$ cat src/rtl/systolic_array_4x4_scheduler.sv
// Sequencer for a 4x4 output-stationary systolic multiplier: buffers A/B operands,
// streams them diagonally skewed into the array, then captures the 16 results.
module systolic_array_4x4_scheduler #(
    parameter int ARRAY_SIZE   = 4,
    parameter int DW_IN        = 8,
    parameter int DW_OUT       = 2*DW_IN + $clog2(ARRAY_SIZE),
    parameter int DRAIN_CYCLES = 4
) (
    input  logic                                   clk,
    input  logic                                   rst,
    input  logic                                   ld_valid,
    output logic                                   ld_ready,
    input  logic                                   ld_sel,
    input  logic [1:0]                             ld_row,
    input  logic [1:0]                             ld_col,
    input  logic [DW_IN-1:0]                       ld_data,
    input  logic                                   start,
    output logic                                   busy,
    output logic                                   done,
    output logic [ARRAY_SIZE*DW_IN-1:0]            a_feed,
    output logic [ARRAY_SIZE*DW_IN-1:0]            b_feed,
    output logic                                   arr_clr_n,
    input  logic [ARRAY_SIZE*ARRAY_SIZE*DW_OUT-1:0] c_in,
    input  logic [1:0]                             rd_row,
    input  logic [1:0]                             rd_col,
    output logic [DW_OUT-1:0]                      rd_data
);
    localparam int N   = ARRAY_SIZE;
    localparam int TW  = $clog2(2*N);
    localparam int DCW = (DRAIN_CYCLES > 1) ? $clog2(DRAIN_CYCLES) : 1;
    localparam logic [TW-1:0]  LAST_T = TW'(2*N-2);
    localparam logic [DCW-1:0] LAST_D = DCW'(DRAIN_CYCLES-1);

    localparam logic [2:0] IDLE    = 3'd0;
    localparam logic [2:0] CLEAR   = 3'd1;
    localparam logic [2:0] FEED    = 3'd2;
    localparam logic [2:0] DRAIN   = 3'd3;
    localparam logic [2:0] CAPTURE = 3'd4;

    logic [2:0]         state;
    logic [TW-1:0]      feed_cnt;
    logic [TW-1:0]      next_t;
    logic [DCW-1:0]     drain_cnt;
    logic [DW_IN-1:0]   a_buf [N][N];
    logic [DW_IN-1:0]   b_buf [N][N];
    logic [DW_OUT-1:0]  res_buf [N*N];
    logic [N*DW_IN-1:0] a_next;
    logic [N*DW_IN-1:0] b_next;

    assign ld_ready  = (state == IDLE);
    assign busy      = (state != IDLE);
    assign done      = (state == CAPTURE);
    assign arr_clr_n = ~rst & (state != CLEAR);
    assign rd_data   = res_buf[{rd_row, rd_col}];

    // Feeds are registered, so compute the slice for the feed index of the coming cycle.
    assign next_t = (state == CLEAR) ? '0 : feed_cnt + TW'(1);

    always_comb begin
        a_next = '0;
        b_next = '0;
        for (int l = 0; l < N; l++) begin
            for (int k = 0; k < N; k++) begin
                if (next_t == TW'(l + k)) begin
                    a_next[l*DW_IN +: DW_IN] = a_buf[l][k];
                    b_next[l*DW_IN +: DW_IN] = b_buf[k][l];
                end
            end
        end
    end

    always_ff @(posedge clk or posedge rst) begin
        if (rst) begin
            for (int i = 0; i < N; i++) begin
                for (int j = 0; j < N; j++) begin
                    a_buf[i][j] <= '0;
                    b_buf[i][j] <= '0;
                end
            end
        end else if (state == IDLE && ld_valid) begin
            if (ld_sel) begin
                b_buf[ld_row][ld_col] <= ld_data;
            end else begin
                a_buf[ld_row][ld_col] <= ld_data;
            end
        end
    end

    always_ff @(posedge clk or posedge rst) begin
        if (rst) begin
            for (int k = 0; k < N*N; k++) begin
                res_buf[k] <= '0;
            end
        end else if (state == CAPTURE) begin
            for (int k = 0; k < N*N; k++) begin
                res_buf[k] <= c_in[k*DW_OUT +: DW_OUT];
            end
        end
    end

    always_ff @(posedge clk or posedge rst) begin
        if (rst) begin
            state     <= IDLE;
            feed_cnt  <= '0;
            drain_cnt <= '0;
            a_feed    <= '0;
            b_feed    <= '0;
        end else begin
            case (state)
                IDLE: begin
                    if (start) begin
                        state <= CLEAR;
                    end
                end
                CLEAR: begin
                    state    <= FEED;
                    feed_cnt <= '0;
                    a_feed   <= a_next;
                    b_feed   <= b_next;
                end
                FEED: begin
                    if (feed_cnt == LAST_T) begin
                        state     <= DRAIN;
                        drain_cnt <= '0;
                        a_feed    <= '0;
                        b_feed    <= '0;
                    end else begin
                        feed_cnt <= next_t;
                        a_feed   <= a_next;
                        b_feed   <= b_next;
                    end
                end
                DRAIN: begin
                    if (drain_cnt == LAST_D) begin
                        state <= CAPTURE;
                    end else begin
                        drain_cnt <= drain_cnt + DCW'(1);
                    end
                end
                CAPTURE: state <= IDLE;
                default: state <= IDLE;
            endcase
        end
    end
endmodule

$ cat config.mk
export PLATFORM = sky130hd
export DESIGN_NAME = systolic_array_4x4_scheduler
export DESIGN_NICKNAME = d
export VERILOG_FILES = /design/src/rtl/systolic_array_4x4_scheduler.sv
export SDC_FILE = /design/constraint.sdc
export NUM_CORES = 1
export LEC_CHECK = 0
export BUFFER_PORTS_ARGS = -buffer_cell sky130_fd_sc_hd__buf_2
export CAP_MARGIN = 10
export CELL_PAD_IN_SITES_DETAIL_PLACEMENT = 2
export CELL_PAD_IN_SITES_GLOBAL_PLACEMENT = 2
export CORE_UTILIZATION = 42
export CTS_BUF_LIST = sky130_fd_sc_hd__clkbuf_8
export DETAILED_ROUTE_END_ITERATION = 12
export PLACE_DENSITY_LB_ADDON = 0.1
export RECOVER_POWER = 50
export SLEW_MARGIN = 20
export SYNTH_ARGS = -nofsm -noshare
export SYNTH_HDL_FRONTEND = slang
export SYNTH_SLANG_ARGS = --single-unit
$ cat constraint.sdc
create_clock -name clk -period 21.8 [get_ports clk]
set_input_delay 2.18 -clock clk [delete_from_list [all_inputs] [get_ports clk]]
set_output_delay 2.18 -clock clk [all_outputs]
set_load 0.01 [all_outputs]
Word level (Yosys, flattened, before mapping)
Cells that the tools add are included.

word-level totals
  word-level logic and storage cells = 152
  register bits = 616
  input port bits = 309

operators by class
  order comparisons = 5
  reductions and logical operators = 13
  $add $sub $neg = 2
  equal/unequal tests = 18
  bitwise operators = 6
  muxes and demuxes = 55

operators with widths
  cell                                                 count
  two-way mux 8 bit                                    33
  bitwise mux 128 bit                                  2
  case mux 32 bit (2 select lines)                     2
  two-way mux 32 bit                                   3
  binary-select mux 18 bit (select 4 bit)              1
  demux 32 bit (select 2 bit)                          1
  two-way mux 18 bit                                   2
  demux 8 bit (select 2 bit)                           1
  equality test 3 bit, second input constant           5
  two-way mux 3 bit                                    5
  equality test 3 x 2 -> 1 bit, second input constant  4
  case mux 3 bit (4 select lines)                      1
  inequality test 2 bit, second input constant         4
  equality test 3 x 1 -> 1 bit, second input constant  2
  >= comparator 3 bit, second input constant           2
  logical NOT 3 bit                                    2
  < comparator 3 x 1 -> 1 bit, second input constant   2
  inverter 2 -> 3 bit                                  2
  case mux 3 bit (2 select lines)                      1
  AND reduction 2 bit                                  3
  AND reduction 3 bit                                  2
  >= comparator 5 bit, second input constant           1
  inverter 4 -> 5 bit                                  1
  two-way mux 2 bit                                    2
  other kinds (11)                                     15

Depth between registers and ports, before layout
Gate-level depths: netlist (run 1).

  depth after elaboration = 9
  mapped depth = 12
  gate-level depth less buffers = 6

Worst setup path before layout (run 1)
No wires, ideal clock.

  path kind = input -> output
  from = in rd_col[0]
  to = out rd_data[10]
  arrival time = 3.588 ns
  stages on the path = 5
  path buffers = 2
  slack = 16.032 ns
  cells stage by stage = clkbuf_1 buf_2 mux4_2 a22oi_1 nand2_1

on the way
  word-level cells in the longest chain between the ends = 4

RTL lines
  item                                                    RTL line  source
  from (decl)                                             25        input logic [1:0] rd_col,
  inverter 4 -> 5 bit (not written as such)               54        assign rd_data = res_buf[{rd_row, rd_col}];
  binary-select mux 18 bit (select 4 bit)                 54
  two-way mux 18 bit (not written as such) (2 in series)  54
  to (decl)                                               26        output logic [DW_OUT-1:0] rd_data

Every way passes these cells. The select of a mux whose other input is x is not followed.

Worst setup path after layout (run 1)
  from = reg state[2]
  to = reg res_buf[122] (netlist bit)

on the way
  word-level cells in the longest chain between the ends = 1

RTL lines
  item                             RTL line  source
  from (decl)                      40        logic [2:0] state;
  from (signal assigned)           103       state <= IDLE;
  from (signal assigned)           112       state <= CLEAR;
  from (signal assigned)           116       state <= FEED;
  equality test 3 bit              94        end else if (state == CAPTURE) begin
  to (signal, indexed assignment)  96        res_buf[k] <= c_in[k*DW_OUT +: DW_OUT];
  to (decl)                        46        logic [DW_OUT-1:0] res_buf [N*N];

Every way passes these cells.
A chain may end at the register's enable or synchronous reset.

==> reports/metrics.cfg, run 1 <==
[critical_path]
cp_slowest_cell=clkbuf_1
slowest_delay_ps=2440
crit_chain=inv_1 > nor3_1 > clkbuf_1 > clkbuf_1 > buf_4 > mux2_2
critPathMaxFanout=76
crit_path_end_kind=register
crit_arrival_ps=7990
cp.required_ps=22390
crit_type=reg -> reg
startpoint_type=register
crit_top_cell=clkbuf_1

[clocking]
clockBufferDepth=3
cts_resized=0
clock_latency_ps=710
cts_hold_buffers=0
tritoncts=yes
cts_inserted_buffers=109
clkTransAtPathRegs_ps=60
clock_sinks=616
cts_root_buf=clkbuf_8
post_cts.repair.setup_buffers=0
htreeDepth=3

[min_path]
hp-class=reg -> reg

[global_route]
grt_use_met3_pct=6.288
grt_pass1_vias=21330
antenna_found_initial=42
grt_usage_pct=27.69
grt_pass1_wl_um=138500
grt_max_degree=177
grt-busiest-layer=met2
grt-ovfl-total=0
grtUsageMet1_pct=33.94
use_met2_pct=47.83

[yosys]
synth_cells=1992
yosysUniqueCellTypes=53
syn_area_um2=27840
synth.avg_cell_area_um2=13.98
syn-num-nets=2304
yosysSeqAreaShare_pct=55.36
synth_warnings=0
synth_seq_cells=616

[timing]
final.min_clock_period_ps=7401
hold_ws_ps=473.9
slew_headroom_pct=-305.3
hold_violations=0
timing.final.crit_share_pct=33.95
drv_slew=364
rsz0062_at_grt=no
finalSetupViolCount=0
worst_pin_slew_ps=6046
max_freq_mhz=135.1
finalSetupTns_ps=0
fin_skew_ps=22.37

[pwr]
p_leak_nw=14.89
fin_total_pwr_mw=4.134
irDropWorstVdd_v=0.00008406
cellPowerDensity_nw_per_um2=127.0

[run_status]
failed_checks=max-capacitance violations, max-slew violations
status=complete, but fails checks

[place]
gp_congestion=0.9180
dp_hpwl_um=63190
placed_cell_area_um2=30520
io_buffer_count=394

[route]
drc=0
vias_per_cell=5.682
vias=18950
ant_nets=0
dr.pass1.iters=4
wl_per_cell_um=27.84
drtIter0Drc=1141
routed_wirelength_um=92840

[floorplanning]
start_util_pct=42.43
num_rows=94
core_um2=65630
dieArea_um2=67330
die_x_um=259.5
die_h_um=259.5
boundaryPins=395

[final_layout]
nets=2681
syn2layout_area_growth_pct=16.95
final_cell_area_um2=32560
layout-drive-gt1-share_pct=49.35

[flow_run]
drv_cap=7

-- area by class of cell --
class	instances	area, um2
fill	6295	33070
inverter	6	23.77
clock buffer	140	1927
tap	864	1081
sequential	616	15410
clock inverter	48	185.2
timing repair buffer	422	2187
antenna	25	62.56
multi-input combinational	1214	11680
-- routing by layer --
| metal | up-vias | part of all wire, % | wire [um] |
|---|---|---|---|
| met3 | 188 | 5.1 | 4713 |
| met2 | 487 | 51 | 47460 |
| met1 | 10080 | 40 | 37430 |
| li1 | 8176 | - | - |
| met5 | - | 0.16 | 149 |
| met4 | 22 | 3.3 | 3098 |
-- registers in the layout (all words and copies together), names as in the netlist --
register,flops
b_buf,128
a_buf,128
drain_cnt,2
a_feed,32
b_feed,32
res_buf,288
state,3
feed_cnt,3
-- synthesized netlist by cell type (all sizes together) --
cell type | instances | share of area [%]
a22o | 3 | 0.094
ha | 3 | 0.13
a311oi | 9 | 0.28
nand3 | 52 | 1.4
mux4 | 72 | 5.8
a211oi | 15 | 0.40
nor3 | 38 | 0.82
mux2i | 16 | 0.58
o2bb2ai | 7 | 0.22
nand3b | 4 | 0.16
inv | 6 | 0.081
a22oi | 51 | 1.4
nor4b | 2 | 0.12
nor3b | 1 | 0.027
and2 | 7 | 0.16
xnor2 | 2 | 0.063
a32o | 39 | 1.4
and3 | 2 | 0.045
a21o | 1 | 0.027
xor2 | 1 | 0.058
or3 | 1 | 0.022
o31ai | 9 | 0.24
o21ai | 102 | 1.8
clkbuf | 96 | 1.3
nand2 | 93 | 1.3
buf | 60 | 1.2
a221oi | 8 | 0.25
nand4 | 4 | 0.18
and4b | 9 | 0.32
a31oi | 1 | 0.022
nand2b | 34 | 0.76
dfrtp | 616 | 55
mux2 | 554 | 23
nor2 | 31 | 0.53
nor2b | 11 | 0.25
a21oi | 22 | 0.40
o211a | 1 | 0.036
a32oi | 8 | 0.25
or3b | 1 | 0.031
-- worst max-delay path: cells and delay by family (launching register included) --
| family | cells | cell delay (ps) |
|---|---|---|
| flip-flops | 1 | 550 |
| multiplexers | 1 | 430 |
| buffers and inverters | 4 | 5760 |
| AND/OR/NAND/NOR | 1 | 410 |
-- path summary, 6_finish.rpt --
kind | startpoint | to | slack [ps] | cells after the start
setup / recovery | state[2] | res_buf[122] | 14400 | 6
hold reg to reg | b_feed[10] | b_feed[10] | 470 | 2
min in group asynchronous | rst | a_buf[127] | 3390 | 2
max in group asynchronous | rst | b_buf[126] | 14920 | 4
hold / removal | b_feed[10] | b_feed[10] | 470 | 2
setup reg to reg | state[2] | res_buf[122] | 14400 | 6
-- layout by cell type, fill, tap and decap left out, types with 43 or more instances in the layout --
cell | Yosys | final
clkbuf_8 | 0 | 140
nand3_1 | 40 | 43
dfrtp_1 | 616 | 616
o21ai_0 | 95 | 97
buf_2 | 49 | 387
a22oi_1 | 51 | 51
inv_1 | 5 | 49
mux4_2 | 72 | 72
mux2_2 | 546 | 541
nand2_1 | 93 | 93
-- logic make-up (layout without fill, tap and decap cells) --
group / count (synthesis) / in the layout / synth area share [%]
simple gates: 290 / 290 / 6.098
mux: 642 / 642 / 28.91
buf+inv: 162 / 616 / 2.530
fa+ha+maj: 3 / 3 / 0.1348
other cells: 0 / 25 / 0
xor+xnor: 3 / 3 / 0.1214
flops: 616 / 616 / 55.36
compound gates: 276 / 276 / 6.840
-- report_power, final --
group | internal, mW | leakage, nW | total, mW | switching [mW]
Combinational | 0.596 | 5.81 | 1.32 | 0.724
Clock | 0.567 | 1.26 | 1.04 | 0.478
Sequential | 1.52 | 7.83 | 1.77 | 0.252
Total | 2.68 | 14.9 | 4.13 | 1.45
-- through the flow --
step / instances / util, % / worst slack [ps]
final: 3335 / 49.61 / 14400
after global routing: 3320 / 49.56 / 13990
after CTS: 3310 / 49.73 / 14440
after detailed placement: 3122 / 46.51 / 14430
after global placement: 3122 / 46.51 / 14460
after floorplan: 1992 / - / 2371
Note: power is estimated with default switching activity, not from simulation.
==> inputs of run 2 (changes only) <==
==> constraint.sdc (replaced) <==
create_clock -name clk -period 7.6 [get_ports clk]
set_input_delay 0.76 -clock clk [delete_from_list [all_inputs] [get_ports clk]]
set_output_delay 0.76 -clock clk [all_outputs]
set_load 0.01 [all_outputs]
==> run 2 against run 1 <==
Against the previous run:
- the flow still finishes with violations (max-capacitance violations, max-slew violations)
- core utilization grew 0.21 points
- highest routed layer unchanged
- register-to-register slack worse by 11000 ps
- power grew to 2.9 times the previous value
- clock skew grew 12 ps
- via count down 0.23%
- wire length fell by 0.66%
- largest cell class unchanged
- cell count grew 0.81%
- global-route usage decreased by 0.31 points
- sequential cell count unchanged
- critical path depth shrank 3
- hold slack worse by 200 ps
- sequential share of layout area fell by 0.19 points
==> reports/metrics.cfg, run 2 (synthesis gave the netlist of run 1 again) <==
[clocking]
clkTransAtPathRegs_ps=70
clock_sinks=616
clockBufferDepth=3
htreeDepth=3
clock_latency_ps=710
cts_resized=0
tritoncts=yes
cts_hold_buffers=0
post_cts.repair.setup_buffers=0
cts_inserted_buffers=110
cts_root_buf=clkbuf_8

[critical_path]
cp.required_ps=7340
crit_type=in -> async
crit_arrival_ps=4380
timing.rr.end=a_feed[14]
crit_path_start=rst
reg2regPathDepth=9
critPathMaxFanout=134
startpoint_type=primary input
rr_startpoint=feed_cnt[0]
r2r_setup_slack_ps=3320
crit_path_end_kind=async pin

[timing]
drv_slew=425
timing.final.crit_share_pct=61.12
hold_violations=0
slew_headroom_pct=-134.0
final.min_clock_period_ps=4645
worst_pin_slew_ps=3510
rsz0062_at_grt=no
max_freq_mhz=215.3
fin_skew_ps=34.68
finalSetupViolCount=0

[route]
wl_per_cell_um=27.43
drtIter0Drc=865
drc=0
ant_nets=0
dr.pass1.iters=5
vias_per_cell=5.623
vias=18910
routed_wirelength_um=92230

[global_route]
antenna_found_initial=52
grt_pass1_wl_um=137600
grt_pass1_vias=21360
grt_max_degree=175
grt_usage_pct=27.39
grt-ovfl-total=0

[min_path]
hp-class=in -> reg
min-delay-start=c_in[74]
min_to=res_buf[200]
min_path_cells=2

[final_layout]
syn2layout_area_growth_pct=17.44
nets=2685
biggestRegsByFlops=res_buf x288, a_buf x128, b_buf x128
final_cell_mix=dfrtp_1, mux2_2, buf_2
layout_commonest_cell=dfrtp_1
top_register=res_buf
fin_cells=3362
largest_reg_flops=288
layout-drive-gt1-share_pct=48.21

[pwr]
fin_total_pwr_mw=11.83
irDropWorstVdd_v=0.0002384
cellPowerDensity_nw_per_um2=361.9
p_leak_nw=14.70

[place]
gp_congestion=0.8296
dp_hpwl_um=61420
placed_cells=3125
io_buffer_count=394

[floorplanning]
boundaryPins=395
die_h_um=259.5
start_util_pct=42.43
dieArea_um2=67330
core_um2=65630
num_rows=94
die_x_um=259.5

[run_status]
status=complete, but fails checks
failed_checks=max-capacitance violations, max-slew violations

[flow_run]
drv_cap=6

[run 2: cell types whose count changed in the layout (fill, tap and decap cells not counted), moves of 4 or more]
cell	delta
buf_2	-60
mux2_1	-5
nor2_1	-9
clkinv_2	+6
clkbuf_1	+57
nor2_2	+9
diode_2	+15
buf_4	+4
mux2_2	+5
[run 2: worst max path at each step]
stage | to | slack, ps | cells past startpoint
detailed placement | rd_data[1] | 3100 | 7
CTS | rd_data[1] | 3110 | 7
finish | feed_cnt[0] | 2960 | 3
global route | feed_cnt[0] | 2110 | 3
global placement | rd_data[1] | 3120 | 7
floorplan | a_buf[0] | -1570 | 1
[run 2: where the power goes]
part / internal (mW) / switching (mW)
combinational: 1.70 / 2.09
sequential: 4.35 / 0.667
clock: 1.63 / 1.40
[run 2: layout make-up]
class	count	area, um2
well taps	864	1081
repair buffers	425	2141
inverters	6	23.77
fillers	6380	32930
clock buffers	139	1913
diodes	40	100.1
flip-flops and latches	616	15420
clock inverters	58	246.5
multi-input cells	1214	11780
[run 2: critical path: stages]
cell,delay (ps)
clkbuf_1,90
clkinvlp_2,940
clkbuf_2,2530
[run 2: routing by layer]
metal | global-route usage, % | wire length [um] | part of all wire [%]
met5 | 0.6410 | 152 | 0.16
met4 | 13.30 | 3591 | 3.9
met3 | 6.825 | 4526 | 4.9
met2 | 45.38 | 46340 | 50
met1 | 33.29 | 37620 | 41
[run 2: metrics by stage]
stage | util [%] | setup slack [ps] | instance area (um2) | setup TNS, ps | hold WS [ps]
final | 49.82 | 2955 | 32700 | 0 | 278.3
after global routing | 49.77 | 2109 | 32660 | 0 | 238.3
after CTS | 49.86 | 3107 | 32720 | 0 | 205.0
after detailed placement | 46.57 | 3099 | 30560 | 0 | 468.4
after global placement | 46.57 | 3118 | 30560 | 0 | 468.3
after floorplan | - | -1567 | 27850 | -965290 | 469.9
